## src/rtl/fetch_unit.sv

```systemverilog
// Instruction fetch stage: holds the PC, issues sequential word fetches over a
// valid/ready request channel, pairs in-order responses with their PC, and
// queues the instructions for the decode stage. A redirect flushes the queue,
// marks in-flight responses for discard and restarts at the new PC.
module fetch_unit #(
  parameter int                    DATA_WIDTH  = 32,
  parameter int                    ADDR_WIDTH  = 32,
  parameter logic [ADDR_WIDTH-1:0] RESET_PC    = '0,
  parameter int                    QUEUE_DEPTH = 4
) (
  input  logic                  clk,
  input  logic                  rst,
  output logic                  imem_req_valid,
  input  logic                  imem_req_ready,
  output logic [ADDR_WIDTH-1:0] imem_req_addr,
  input  logic                  imem_rsp_valid,
  input  logic [DATA_WIDTH-1:0] imem_rsp_data,
  input  logic                  redirect_valid,
  input  logic [ADDR_WIDTH-1:0] redirect_pc,
  output logic [DATA_WIDTH-1:0] instr,
  output logic [ADDR_WIDTH-1:0] instr_pc,
  output logic                  instr_valid,
  input  logic                  instr_ready
);

  localparam int PW = $clog2(QUEUE_DEPTH);
  localparam int CW = PW + 1;

  logic [ADDR_WIDTH-1:0] pc;
  logic [DATA_WIDTH-1:0] q_data [QUEUE_DEPTH];
  logic [ADDR_WIDTH-1:0] q_pc   [QUEUE_DEPTH];
  logic [ADDR_WIDTH-1:0] pcf    [QUEUE_DEPTH];  // PCs of accepted requests
  logic [PW-1:0]         head, tail, pcf_wr, pcf_rd;
  logic [CW-1:0]         count, outstanding, drop_cnt;
  logic [CW:0]           in_use;
  logic                  req_fire, rsp_fire, push, pop;
  logic                  unused_ok;

  // The low two redirect bits are ignored; the restart address is word aligned.
  assign unused_ok = ^redirect_pc[1:0];

  // Credit check: a request is only offered when its response is sure to fit.
  assign in_use         = {1'b0, count} + {1'b0, outstanding};
  assign imem_req_valid = !rst && !redirect_valid &&
                          (in_use < (CW+1)'(QUEUE_DEPTH));
  assign imem_req_addr  = pc;

  assign req_fire = imem_req_valid && imem_req_ready;
  // A response with nothing outstanding is a protocol violation and is ignored.
  assign rsp_fire = !rst && imem_rsp_valid && (outstanding != '0);
  assign push     = rsp_fire && (drop_cnt == '0) && !redirect_valid;
  assign pop      = instr_valid && instr_ready && !redirect_valid;

  // Decode-side outputs: queue head when non-empty, zeros (nop) otherwise.
  always_comb begin
    // NOTE: every output gets a default first so no path leaves it unassigned (no latch).
    instr_valid = 1'b0;
    instr       = '0;
    instr_pc    = '0;
    if (!rst && (count != '0)) begin
      instr_valid = 1'b1;
      instr       = q_data[head];
      instr_pc    = q_pc[head];
    end
  end

  // Control state: PC, queue/PC-FIFO pointers and the in-flight counters.
  always_ff @(posedge clk) begin
    // NOTE: sequential state uses non-blocking assignments so all registers update together.
    if (rst) begin
      pc          <= RESET_PC;
      head        <= '0;
      tail        <= '0;
      pcf_wr      <= '0;
      pcf_rd      <= '0;
      count       <= '0;
      outstanding <= '0;
      drop_cnt    <= '0;
    end else if (redirect_valid) begin
      // Everything still in flight is stale; count it off as it returns.
      pc          <= {redirect_pc[ADDR_WIDTH-1:2], 2'b00};
      head        <= '0;
      tail        <= '0;
      count       <= '0;
      outstanding <= outstanding - CW'(rsp_fire);
      drop_cnt    <= outstanding - CW'(rsp_fire);
      if (rsp_fire) pcf_rd <= pcf_rd + PW'(1);
    end else begin
      if (req_fire) begin
        pc     <= pc + ADDR_WIDTH'(4);
        pcf_wr <= pcf_wr + PW'(1);
      end
      if (rsp_fire) begin
        pcf_rd <= pcf_rd + PW'(1);
        if (drop_cnt != '0) drop_cnt <= drop_cnt - CW'(1);
      end
      if (push) tail <= tail + PW'(1);
      if (pop)  head <= head + PW'(1);
      outstanding <= outstanding + CW'(req_fire) - CW'(rsp_fire);
      count       <= count + CW'(push) - CW'(pop);
    end
  end

  // Storage writes: request PCs into the PC FIFO, responses into the queue.
  always_ff @(posedge clk) begin
    // NOTE: the arrays are not reset; count and the pointers alone define which entries are live.
    if (req_fire) pcf[pcf_wr] <= pc;
    if (push) begin
      q_data[tail] <= imem_rsp_data;
      q_pc[tail]   <= pcf[pcf_rd];
    end
  end

endmodule

```

## config.mk

```make
export PLATFORM = sky130hd
export DESIGN_NAME = fetch_unit
export DESIGN_NICKNAME = d
export VERILOG_FILES = /design/src/rtl/fetch_unit.sv
export SDC_FILE = /design/constraint.sdc
export NUM_CORES = 1
export LEC_CHECK = 0
export BUFFER_PORTS_ARGS = -buffer_cell sky130_fd_sc_hd__buf_2
export CORE_ASPECT_RATIO = 2
export CORE_MARGIN = 2
export CORE_UTILIZATION = 45
export DETAILED_ROUTE_END_ITERATION = 6
export GPL_TIMING_DRIVEN = 0
export PLACE_DENSITY = 0.65
export SKIP_LAST_GASP = 1
export SLEW_MARGIN = 20
export SYNTH_ARGS = -nofsm -noshare
export SYNTH_HDL_FRONTEND = slang
export SYNTH_SLANG_ARGS = --single-unit
```

## constraint.sdc

```tcl
create_clock -name clk -period 10.3 [get_ports clk]
set_input_delay 2.06 -clock clk [delete_from_list [all_inputs] [get_ports clk]]
set_output_delay 2.06 -clock clk [all_outputs]
set_load 0.1 [all_outputs]
```

* Word level (Yosys, flattened, before mapping) *
Memories as Yosys holds them, arrays and structs flattened. A register that Yosys moved wholly into a read port is not among the register bits.
Cells that the tools add are included.

operators by class
  add/sub/neg operators = 12
  magnitude comparators = 1
  muxes and demuxes = 19
  bitwise gates (word level) = 1
  reductions and logical operators = 22

operator list
  operator                 number
  $mux W32                 4
  $add A32 B3 Y32 const B  1
  $mux W2                  6
  $mux W3                  4
  $logic_and A1 B1 Y1      10
  $reduce_bool A3 Y1       3
  $sub A3 B1 Y3            3
  $add A2 B1 Y2 const B    4
  $add A3 B1 Y3            2
  $reduce_bool A2 Y1       3
  $mux W1                  5
  $add A3 B3 Y4            1
  $lt A4 B3 Y1 const B     1
  $reduce_and A2 Y1        2
  $logic_not A3 Y1         1
  $sub A3 B1 Y3 const B    1
  $logic_not A1 Y1         2
  $reduce_or A2 Y1         1
  $not A1 Y1               1

word-level totals
  register bits after elaboration = 49
  memory bits (writable) = 384
  memories = 3

memory list
  memory  words  bits a word  read ports  clocked after Yosys merged registers in  write ports  line  RTL
  pcf     4      32           1           1                                        1            32    logic [ADDR_WIDTH-1:0] pcf [QUEUE_DEPTH];
  q_data  4      32           1           1                                        1            30    logic [DATA_WIDTH-1:0] q_data [QUEUE_DEPTH];
  q_pc    4      32           1           1                                        1            31    logic [ADDR_WIDTH-1:0] q_pc [QUEUE_DEPTH];

* Longest topological paths before layout *
  word-level depth = 7
  gate-level depth with buffers = 14

* Worst setup path after synthesis *
No wires, ideal clock.

  path type = input to output
  start point = input rst
  end point = output instr_pc[22]
  arrival = 4.221 ns
  path slack = 4.019 ns
  cell stages on the path = 3
  buffers on the path = 1
  path through = nor2_1 -> clkbuf_1 -> and2_1

on the way
  cells in the longest elaborated chain, start to end = 3

RTL lines
  what                 line  RTL
  start: declaration   12    input logic rst,
  $logic_not A1 Y1     60    if (!rst && (count != '0)) begin
  $logic_and A1 B1 Y1  60
  $mux W32             60
  end: declaration     21    output logic [ADDR_WIDTH-1:0] instr_pc,

No other way between the ends.

* Final worst setup path *
  start point = input rst
  end point = output instr[27]

on the way
  cells in the longest elaborated chain, start to end = 3

RTL lines
  what                 line  RTL
  $logic_not A1 Y1     60
  $logic_and A1 B1 Y1  60
  $mux W32             60
  end: declaration     20    output logic [DATA_WIDTH-1:0] instr,

No other way between the ends.

==> flow_metrics.tcl <==
set metrics [dict create \
    p_leak_uw 0.00670 \
    yosysWarnings 0 \
    start_util_pct 45.7 \
    syn_inst 913 \
    min_path_type "reg2reg" \
    synthArstFlopShare_pct 0 \
    ys_ff_latch 419 \
    crit_fanout 10 \
    cts_max_level 2 \
    via_count 8769 \
    fill_cells 2980 \
    start_kind "input port" \
    final-seq-area_um2 12100 \
    core-area_um2 36400 \
    antenna_found_initial 0 \
    setup_violations 0 \
    synth_largest_area_cell "edfxtp_1" \
    wl_per_cell_um 21.3 \
    r2r_start "outstanding[1]$_SDFF_PP0_" \
    grt-ovfl-total 0 \
    synth_edf_count 368 \
    globalplace.congestion 0.933 \
    finalNetCount 1216 \
    status "finished, final reports clean" \
    final_common_cell "edfxtp_1" \
    multi_input_area_um2 4290 \
    fp.dieH_um 276 \
    p_int_uw 2840 \
    portBuffers 161 \
    vias_per_cell 5.45 \
    synth.distinct_cells 60 \
    insertion_delay_ns 0.54 \
    power.net_switching_uw 804 \
    dp_hpwl_um 23400 \
    seq_power_share_pct 52.5 \
    vdd_drop_max_mv 0.132 \
    top_layer "met4" \
    clock-sinks 419 \
    syn_to_final_growth_pct 17.6 \
    ctsResizeCount 0 \
    powerDensity_nw_per_um2 187 \
    arrival_ns 4.12 \
    io_pins 168 \
    cts_buffers 38 \
    final_cell_mix "edfxtp_1 (368), buf_2 (174), mux4_2 (92), and2_1 (66), dfxtp_1 (51)" \
    swShare_pct 22.1 \
    hold-path-endpoint "pcf_wr[1]$_SDFFE_PP0P_" \
    wirelength_um 34300 \
    path_clk_slew_ns 0.06 \
    clock-root-buffer "clkbuf_16" \
    whs_path_depth 2 \
    cts_tree "yes" \
    power_frac_clock_pct 40.8 \
    period_minus_slack_ns 6.18 \
    worstHoldStart "pcf_wr[1]$_SDFFE_PP0P_" \
    m1WireLength_um 12200 \
    grt_pass1_wl_um 52700 \
    drt_iter0_markers 516 \
    insertedDiodeCount 0 \
    post_cts_buffers 0 \
    crit_path_end_kind "primary output" \
    rsz0062_at_grt "false" \
    grt_pass1_vias 9161 \
    maxSlewViolCount 0 \
    die_w_um 140 \
    seq_area_frac_synth_pct 72.6 \
    cp.required_ns 8.24 \
    cts_hold_buf 0 \
    pwr-share-comb_pct 6.7 \
    synth.cell_area_um2 16600 \
    rr_endpoint "outstanding[2]$_SDFF_PP0_" \
    die-area_um2 38600 \
    firstDrtPassIters 4 \
    tightest_slew_ns 1.05 \
    hold_slack_ns 0.496 \
    synth_ff_type "edfxtp_1" \
    synth_top_area_share_pct 66.5 \
    r2r_cells 14 \
    fin_skew_ns 0.0205 \
    finalHoldViolations 0 \
    drv_cap 0 \
    finalCritPeriodShare_pct 60.0 \
    grt_start_max_net_pins 42 \
    cts_buffer_depth 3 \
    synthTopCellsByArea "edfxtp_1 (66%), mux4_2 (12%), dfxtp_1 (6.1%)" \
    grt.total_usage_pct 17.9 \
    wl_met3_um 1460 \
    fmax_mhz 162 \
    critical_path_class "in2out" \
    num_rows 99 \
    r2r_slack_ns 6.93 \
    tns_ns 0 \
    slew_headroom_pct 29.6 \
    drc 0 \
    syn_avg_cell_area_um2 18.2 \
    wl_met2_um 19400 \
    drive_gt1_share_pct 31.3 \
    postRouteAntennaNets 0 \
]
==> Yosys cell counts, types with 4 or more instances <==
cell type and instances:
a31oi_1 15, and2_1 74, xnor2_1 11, a21oi_1 27, buf_2 13, edfxtp_1 368, inv_1 19, buf_4 5
o21ai_0 14, o21a_1 4, dfxtp_1 51, ha_1 19, nand4_1 13, nand2b_1 6, nand3_1 11, nor3_1 6
clkbuf_1 27, nand2_1 34, nand4b_1 4, nor2_1 34, mux4_2 92
==> logic make-up (layout without fill, tap and decap cells) <==
logic type / Yosys count / count (layout) / share of synthesized area, %
compound gates: 81 / 81 / 3.04
simple gates: 210 / 210 / 7.27
buf+inv: 69 / 307 / 1.78
mux: 98 / 98 / 12.9
xor+xnor: 14 / 14 / 0.738
other cells: 1 / 4 / 0.0226
fa+ha+maj: 21 / 21 / 1.67
flops: 419 / 419 / 72.6
==> state kept, by name, indices dropped and copies added (netlist names), 3 cells and up, named ones only <==
signal / count
q_data: 128
pcf: 120
q_pc: 120
imem_req_addr: 30
count: 3
drop_cnt: 3
outstanding: 3
==> layout make-up <==
cell class | instances | area share [%]
Inverter | 20 | 0.384
Clock inverter | 20 | 1.36
Tap cell | 454 | 2.90
Timing Repair Buffer | 169 | 5.21
Buffer | 49 | 1.13
Clock buffer | 49 | 5.40
Multi-Input combinational cell | 428 | 21.9
Sequential cell | 419 | 61.7
==> through the flow <==
step / util, % / instance area, um^2 / cells / worst slack (ns) / total power [uW]
global placement: 49.5 / 18000 / 1531 / 3.58 / 2190
CTS: 53.7 / 19600 / 1608 / 4.02 / 3680
floorplan: - / 16600 / 916 / 4.02 / 2120
detailed placement: 50.1 / 18200 / 1539 / 4.04 / 2200
global route: 53.7 / 19600 / 1608 / 3.97 / 3760
finish: 53.7 / 19600 / 1608 / 4.12 / 3650
==> critical path, cell delays in order <==
cell,delay (ns)
buf_2,0.14
nor2_1,0.81
clkbuf_1,0.44
and2_1,0.23
buf_2,0.44
==> power groups by stage <==
stage	clock network [uW]	registers (uW)	logic, uW
after detailed placement	0	1950	249
after CTS	1520	1910	249
final	1490	1910	246
after global routing	1580	1920	264
after floorplan	0	1990	130
after global placement	0	1950	239
==> layer usage <==
layer | vias to the layer above | track usage [%]
met5 | - | 0
met1 | 4411 | 19.0
li1 | 4028 | -
met4 | 0 | 7.39
met2 | 260 | 35.0
met3 | 70 | 2.50
==> worst max path at each step <==
stage	slack, ns	cells after the start	start	end
floorplan	4.02	3	rst	instr_pc[22]
global placement	3.58	4	rst	q_data[0][26]$_DFFE_PP_
detailed placement	4.04	5	rst	instr[27]
CTS	4.02	5	rst	instr[27]
global route	3.97	5	rst	instr[27]
finish	4.12	5	rst	instr[27]
Power figures use the tool's default switching activity.
